--- src/rtl/sar_ctrl_n_if.sv ---
// sar_ctrl_n_if: handshake and analog-control bundle for the SAR controller.
// Ports: START/CONT/VCOMP/DREADY requests in; SARRST/SAMPLE/OUTEN/TRIAL to the
// DAC and bit FSMs; DOUT/DVALID/BUSY/OVR to the digital readout.
interface sar_ctrl_n_if #(
  parameter int NBITS = 4
);
  logic             START;
  logic             CONT;
  logic             VCOMP;
  logic             SARRST;
  logic             SAMPLE;
  logic [NBITS-1:0] OUTEN;
  logic [NBITS-1:0] TRIAL;
  logic [NBITS-1:0] DOUT;
  logic             DVALID;
  logic             DREADY;
  logic             BUSY;
  logic             OVR;

  // master: the controller itself
  modport master (
    input  START, CONT, VCOMP, DREADY,
    output SARRST, SAMPLE, OUTEN, TRIAL, DOUT, DVALID, BUSY, OVR
  );

  // slave: the analog front end / readout side
  modport slave (
    output START, CONT, VCOMP, DREADY,
    input  SARRST, SAMPLE, OUTEN, TRIAL, DOUT, DVALID, BUSY, OVR
  );
endinterface

--- src/rtl/sar_ctrl_n.sv ---
// sar_ctrl_n: NBITS successive-approximation controller with a SAMPLE_CYCLES
//   sample window, single-shot/continuous modes, valid/ready result and sticky overrun.
// Ports: CLK, RESET_N (sync, active low); bus (master modport) carries START/CONT/
//   VCOMP/DREADY in and SARRST/SAMPLE/OUTEN/TRIAL/DOUT/DVALID/BUSY/OVR out.
module sar_ctrl_n #(
  parameter int NBITS         = 4,
  parameter int SAMPLE_CYCLES = 1
) (
  input logic          CLK,
  input logic          RESET_N,
  sar_ctrl_n_if.master bus
);

  typedef enum logic [1:0] {
    ST_IDLE,
    ST_SAMPLE,
    ST_CONV,
    ST_LOAD
  } state_t;

  localparam logic [NBITS-1:0] MSB_BIT   = {1'b1, {(NBITS-1){1'b0}}};
  localparam logic [3:0]       SAMP_LAST = 4'(SAMPLE_CYCLES - 1);

  state_t           state;
  logic             arm;       // request seen in IDLE; sample phase opens on the following edge
  logic [3:0]       samp_cnt;
  logic             sarrst_q;
  logic             busy_q;
  logic             dvalid_q;
  logic             ovr_q;
  logic [NBITS-1:0] outen_q;
  logic [NBITS-1:0] trial_q;
  logic [NBITS-1:0] dout_q;

  // Code after this trial: the trial bit (the one set in outen_q) survives only
  // when the comparator says the input is at or above the trial level.
  logic [NBITS-1:0] decided;
  assign decided = bus.VCOMP ? trial_q : (trial_q & ~outen_q);

  always_ff @(posedge CLK) begin
    if (!RESET_N) begin
      state    <= ST_IDLE;
      arm      <= 1'b0;
      samp_cnt <= '0;
      sarrst_q <= 1'b0;
      busy_q   <= 1'b0;
      dvalid_q <= 1'b0;
      ovr_q    <= 1'b0;
      outen_q  <= '0;
      trial_q  <= '0;
      dout_q   <= '0;
    end else begin
      // Consumer handshake; a LOAD on the same edge overrides this below.
      if (dvalid_q && bus.DREADY) begin
        dvalid_q <= 1'b0;
      end

      case (state)
        ST_IDLE: begin
          if (arm) begin
            arm      <= 1'b0;
            state    <= ST_SAMPLE;
            sarrst_q <= 1'b1;
            busy_q   <= 1'b1;
            samp_cnt <= '0;
          end else if (bus.START || bus.CONT) begin
            arm <= 1'b1;
          end
        end

        ST_SAMPLE: begin
          if (samp_cnt == SAMP_LAST) begin
            state    <= ST_CONV;
            sarrst_q <= 1'b0;
            outen_q  <= MSB_BIT;
            trial_q  <= MSB_BIT;
          end else begin
            samp_cnt <= samp_cnt + 4'd1;
          end
        end

        ST_CONV: begin
          // The one-hot enable doubles as the bit index: bit 0 set means last trial.
          if (outen_q[0]) begin
            state   <= ST_LOAD;
            outen_q <= '0;
            trial_q <= decided;
          end else begin
            outen_q <= outen_q >> 1;
            trial_q <= decided | (outen_q >> 1);
          end
        end

        ST_LOAD: begin
          if (!dvalid_q || bus.DREADY) begin
            dout_q   <= trial_q;
            dvalid_q <= 1'b1;
          end else begin
            ovr_q <= 1'b1;
          end
          trial_q <= '0;
          if (bus.CONT) begin
            state    <= ST_SAMPLE;
            sarrst_q <= 1'b1;
            samp_cnt <= '0;
          end else begin
            state  <= ST_IDLE;
            busy_q <= 1'b0;
          end
        end

        default: state <= ST_IDLE;
      endcase
    end
  end

  assign bus.SARRST = sarrst_q;
  assign bus.SAMPLE = sarrst_q;
  assign bus.OUTEN  = outen_q;
  assign bus.TRIAL  = trial_q;
  assign bus.DOUT   = dout_q;
  assign bus.DVALID = dvalid_q;
  assign bus.BUSY   = busy_q;
  assign bus.OVR    = ovr_q;

endmodule

--- src/flat_wrapper.sv ---
// flat-port wrapper written by rule: the top's interface ports become plain ports
module sar_ctrl_n_flat 
#(
  parameter int NBITS         = 4,
  parameter int SAMPLE_CYCLES = 1
)
  (CLK, RESET_N, bus_START, bus_CONT, bus_VCOMP, bus_DREADY, bus_SARRST, bus_SAMPLE, bus_OUTEN, bus_TRIAL, bus_DOUT, bus_DVALID, bus_BUSY, bus_OVR);
  sar_ctrl_n_if #(.NBITS(NBITS)) bus_i ();
  input logic CLK;
  input logic RESET_N;
  input wire logic [$bits(bus_i.START)-1:0] bus_START;
  input wire logic [$bits(bus_i.CONT)-1:0] bus_CONT;
  input wire logic [$bits(bus_i.VCOMP)-1:0] bus_VCOMP;
  input wire logic [$bits(bus_i.DREADY)-1:0] bus_DREADY;
  output wire logic [$bits(bus_i.SARRST)-1:0] bus_SARRST;
  output wire logic [$bits(bus_i.SAMPLE)-1:0] bus_SAMPLE;
  output wire logic [$bits(bus_i.OUTEN)-1:0] bus_OUTEN;
  output wire logic [$bits(bus_i.TRIAL)-1:0] bus_TRIAL;
  output wire logic [$bits(bus_i.DOUT)-1:0] bus_DOUT;
  output wire logic [$bits(bus_i.DVALID)-1:0] bus_DVALID;
  output wire logic [$bits(bus_i.BUSY)-1:0] bus_BUSY;
  output wire logic [$bits(bus_i.OVR)-1:0] bus_OVR;
  assign bus_i.START = bus_START;
  assign bus_i.CONT = bus_CONT;
  assign bus_i.VCOMP = bus_VCOMP;
  assign bus_i.DREADY = bus_DREADY;
  assign bus_SARRST = bus_i.SARRST;
  assign bus_SAMPLE = bus_i.SAMPLE;
  assign bus_OUTEN = bus_i.OUTEN;
  assign bus_TRIAL = bus_i.TRIAL;
  assign bus_DOUT = bus_i.DOUT;
  assign bus_DVALID = bus_i.DVALID;
  assign bus_BUSY = bus_i.BUSY;
  assign bus_OVR = bus_i.OVR;
  sar_ctrl_n #(.NBITS(NBITS), .SAMPLE_CYCLES(SAMPLE_CYCLES)) u_core (.CLK(CLK), .RESET_N(RESET_N), .bus(bus_i));
endmodule
--- config.mk ---
export PLATFORM = sky130hd
export DESIGN_NAME = sar_ctrl_n_flat
export DESIGN_NICKNAME = d
export VERILOG_FILES = /design/src/rtl/sar_ctrl_n_if.sv /design/src/rtl/sar_ctrl_n.sv /design/src/flat_wrapper.sv
export SDC_FILE = /design/constraint.sdc
export NUM_CORES = 1
export LEC_CHECK = 0
export CAP_MARGIN = 20
export CORE_UTILIZATION = 45
export CTS_CLUSTER_DIAMETER = 80
export DETAILED_ROUTE_END_ITERATION = 12
export GPL_ROUTABILITY_DRIVEN = 0
export PLACE_DENSITY_LB_ADDON = 0.1
export SYNTH_ARGS = -nofsm -noshare
export SYNTH_HDL_FRONTEND = slang
export SYNTH_SLANG_ARGS = --single-unit
--- constraint.sdc ---
create_clock -name CLK -period 2.19 [get_ports CLK]
set_clock_uncertainty 0.2 [all_clocks]
set_input_delay 0.657 -clock CLK [delete_from_list [all_inputs] [get_ports CLK]]
set_output_delay 0.657 -clock CLK [all_outputs]
set_load 0.005 [all_outputs]
==> flow_metrics.env, run 1 <==
export IMPL_cts_resized=0
export IMPL_layout_drive_gt1_share_pct=10.24
export IMPL_ys_types=30
export IMPL_use_met3_pct=2.825
export IMPL_critical_path_class="register to primary output"
export IMPL_overflow=0
export IMPL_syn_nets=153
export IMPL_ys_warn_count=0
export IMPL_routedWlPerCell_um=13.70
export IMPL_cp_slowest_cell="clkdlybuf4s50_1"
export IMPL_num_rows=18
export IMPL_hpwl_mm=1.962
export IMPL_max_stage_delay_ps=520
export IMPL_worstSetupStartpointType="register"
export IMPL_grt_antenna_before_repair=0
export IMPL_endpoint_kind="primary output"
export IMPL_hold_viol=0
export IMPL_die_h_um=53.67
export IMPL_nNetsFinal=181
export IMPL_io_buffer_count=22
export IMPL_ys_seq_elements=23
export IMPL_max_freq_mhz=475.7
export IMPL_reg2reg_slack_ps=120
export IMPL_worstPathRequired_ps=1330
export IMPL_postSynthCellCount=139
export IMPL_fin_crit_sh_pct=95.99
export IMPL_pre_cts_ws_ps=-73.06
export IMPL_rsz0062_at_grt="false"
export IMPL_grt_usage_pct=19.82
export IMPL_top_usage_layer="met2"
export IMPL_use_met1_pct=28.18
export IMPL_crit_arrival_ps=1250
export IMPL_slew_headroom_pct=62.16
export IMPL_grt_pass1_wl_mm=4.153
export IMPL_vias=1129
export IMPL_hold_depth=2
export IMPL_synth_avg_cell_area_um2=8.641
export IMPL_diodes=0
export IMPL_die_x_um=53.67
export IMPL_finalWorstSetupSlack_ps=87.85
export IMPL_max_cap_viol_count=0
export IMPL_power_leakage_nw=0.5527
export IMPL_crit_path_max_fanout=4
export IMPL_hold_buffers=0
export IMPL_nFillCells=233
export IMPL_post_synth_top_area_cell="dfxtp_1"
export IMPL_r2r_start="u_core.samp_cnt[0]"
export IMPL_ant_nets=0
export IMPL_reg2reg_depth=5
export IMPL_initialDrtViolationCount=31
export IMPL_cts_clk_slew_worst_paths_ps=130
export IMPL_clock_latency_ps=320
export IMPL_min_to="u_core.bus.DOUT[3]"
export IMPL_synth_edf_count=0
export IMPL_cts_htree_levels=1
export IMPL_ys_seq_area_share_pct=38.33
export IMPL_async_reset_ff_share_pct=0
export IMPL_post_route_drc_count=0
export IMPL_total_power_w=0.001494
export IMPL_synth_area_um2=1201
export IMPL_viasPerCell=5.760
export IMPL_firstDrtPassIters=4
export IMPL_clockRootBuffer="clkbuf_4"
export IMPL_critPathTopFamily="buffers and inverters"
export IMPL_hold_class="register to register"
export IMPL_grt_max_degree=21
export IMPL_grtUsageMet2_pct=29.01
export IMPL_hp_start="u_core.bus.DOUT[3]"
export IMPL_synth_main_ff_cell="dfxtp_1"
export IMPL_worst_pin_slew_ps=566.4
export IMPL_path_buf_inv=1
export IMPL_cts_setup_buffers=0
export IMPL_status="completed"
export IMPL_peakVddDrop_mv=0.5709
export IMPL_slew_violations=0
export IMPL_clock_path_buffers=2
export IMPL_cts_sinks=23
export IMPL_synth_top_cell_area_share_pct=38.33
export IMPL_post_route_min_period_ps=2102
export IMPL_die_area_um2=2880
export IMPL_cts_buffers=3
export IMPL_initial_core_util_pct=48.05
export IMPL_r2r_end="u_core.state[0]"
export IMPL_routed_wl_mm=2.685
export IMPL_io_pins=23
export IMPL_worstPathCellList="clkdlybuf4s50_1"
export IMPL_power_density_nw_per_um2=984.7
export IMPL_cts_tree="yes"
export IMPL_setup_viol=0
export IMPL_syn_to_final_growth_pct=26.35
export IMPL_core_um2=2500
export IMPL_synthTopCellsByArea="dfxtp_1, ha_1, nand2_1"
export IMPL_grt_pass1_vias=918
## per-layer routing
layer,part of all wire [%],vias up
met5,0,-
met4,1.4,0
met3,4.4,5
met2,44,30
met1,51,532
li1,-,562
## through the flow
stage                     hold WS, ps  utilization [%]  instances  instance area (um2)  TNS, ps
final                           291.6            60.71        196                 1518        0
after global routing            312.1            60.71        196                 1518        0
after CTS                       291.1            60.51        196                 1513        0
after detailed placement        271.9            59.41        192                 1485   -279.7
after global placement          254.2            59.41        192                 1485   -106.8
after floorplan                 255.6                -        139                 1201        0
## synth_stat cells (2+ instances only)
| cell | instances |
|---|---|
| a21oi_1 | 8 |
| inv_1 | 9 |
| dfxtp_1 | 23 |
| a211oi_1 | 2 |
| mux2i_1 | 5 |
| o32ai_1 | 6 |
| or3_1 | 3 |
| nor2_1 | 3 |
| ha_1 | 8 |
| clkbuf_1 | 6 |
| o21ai_0 | 7 |
| a221oi_1 | 4 |
| o211ai_1 | 2 |
| nor2b_1 | 4 |
| a2111oi_0 | 3 |
| o22ai_1 | 3 |
| nand3_1 | 7 |
| nand2_1 | 20 |
| nand2b_1 | 5 |
## cell usage in the layout (no fill, tap or decap)
| master | netlist | routed |
|---|---|---|
| mux2i_1 | 5 | 5 |
| a21oi_1 | 8 | 8 |
| a2111oi_0 | 3 | 3 |
| clkbuf_4 | 0 | 3 |
| clkinv_2 | 0 | 1 |
| a211oi_2 | 0 | 1 |
| nand4b_1 | 1 | 1 |
| nand2b_1 | 5 | 5 |
| o32ai_1 | 6 | 6 |
| or3b_1 | 1 | 1 |
| a2111o_1 | 1 | 1 |
| or3_1 | 3 | 3 |
| dfxtp_1 | 23 | 23 |
| a211oi_1 | 2 | 1 |
| clkdlybuf4s50_1 | 0 | 22 |
| ha_1 | 8 | 8 |
| nor3b_1 | 1 | 1 |
| nor4_1 | 1 | 1 |
| nor2_1 | 3 | 3 |
| o22ai_1 | 3 | 3 |
| nand2_1 | 20 | 20 |
| or3_2 | 1 | 1 |
| buf_4 | 1 | 9 |
| a21boi_0 | 1 | 1 |
| nand3_1 | 7 | 7 |
| inv_1 | 9 | 9 |
| o21ai_0 | 7 | 7 |
| nor2b_1 | 4 | 4 |
| a221oi_2 | 1 | 1 |
| or4_2 | 1 | 1 |
| o211ai_1 | 2 | 2 |
| a221oi_1 | 4 | 4 |
## logic make-up (layout without fill, tap and decap cells)
group	Yosys count	count (layout)	synth area share, %
AND/OR/NAND/NOR	48	48	20.31
flip-flops	23	23	38.33
multiplexers	5	5	4.167
buffers and inverters	17	44	6.250
AO/OA/AOI/OAI	38	38	22.60
adder cells (fa/ha/maj)	8	8	8.334
## state kept, by name, summed over array words and instances, names as in the netlist
register,cells
u_core.arm,1
u_core.bus.BUSY,1
u_core.bus.DOUT,4
u_core.bus.DVALID,1
u_core.bus.OUTEN,4
u_core.bus.OVR,1
u_core.bus.SAMPLE,1
u_core.bus.TRIAL,4
u_core.samp_cnt,4
u_core.state,2
## power breakdown
part | internal [W] | leakage [nW] | total (W) | switching, W
combinational | 0.000364 | 0.348 | 0.000757 | 0.000394
clock | 0.0000685 | 0.0177 | 0.000203 | 0.000135
sequential | 0.000479 | 0.187 | 0.000534 | 0.0000547
total | 0.000911 | 0.553 | 0.00149 | 0.000583
## how the worst max path moves through the flow
stage | startpoint | to | slack [ps] | cells after the start
2_1_floorplan | u_core.samp_cnt[0] | u_core.state[0] | 310 | 6
3_3_place_gp | bus_CONT | u_core.samp_cnt[1] | -30 | 4
3_5_place_dp | bus_CONT | u_core.samp_cnt[0] | -70 | 4
4_1_cts | u_core.bus.OUTEN[1] | bus_OUTEN[1] | 70 | 1
5_1_grt | u_core.samp_cnt[0] | u_core.state[0] | 9 | 5
6_report | u_core.bus.OUTEN[1] | bus_OUTEN[1] | 90 | 1
## layout make-up
| class | instances | area, um2 | area share [%] |
|---|---|---|---|
| clock buffer | 3 | 22.52 | 1.484 |
| tap | 30 | 37.54 | 2.473 |
| timing repair buffer | 31 | 287.8 | 18.96 |
| sequential | 23 | 460.4 | 30.34 |
| inverter | 9 | 33.78 | 2.226 |
| clock inverter | 1 | 5.005 | 0.3298 |
| multi-input combinational | 99 | 670.6 | 44.19 |
No activity file was read; power rests on OpenSTA's default activity.
==> run 2: changes to the inputs <==
--- a/config.mk
+++ b/config.mk
@@ -7,7 +7,7 @@
 export LEC_CHECK = 0
 export CAP_MARGIN = 20
 export CORE_UTILIZATION = 45
-export CTS_CLUSTER_DIAMETER = 80
+export CTS_CLUSTER_DIAMETER = 50
 export DETAILED_ROUTE_END_ITERATION = 12
 export GPL_ROUTABILITY_DRIVEN = 0
 export PLACE_DENSITY_LB_ADDON = 0.1
==> results of run 2 <==
No change in the layout: final DEF, timing and power equal those of run 1.
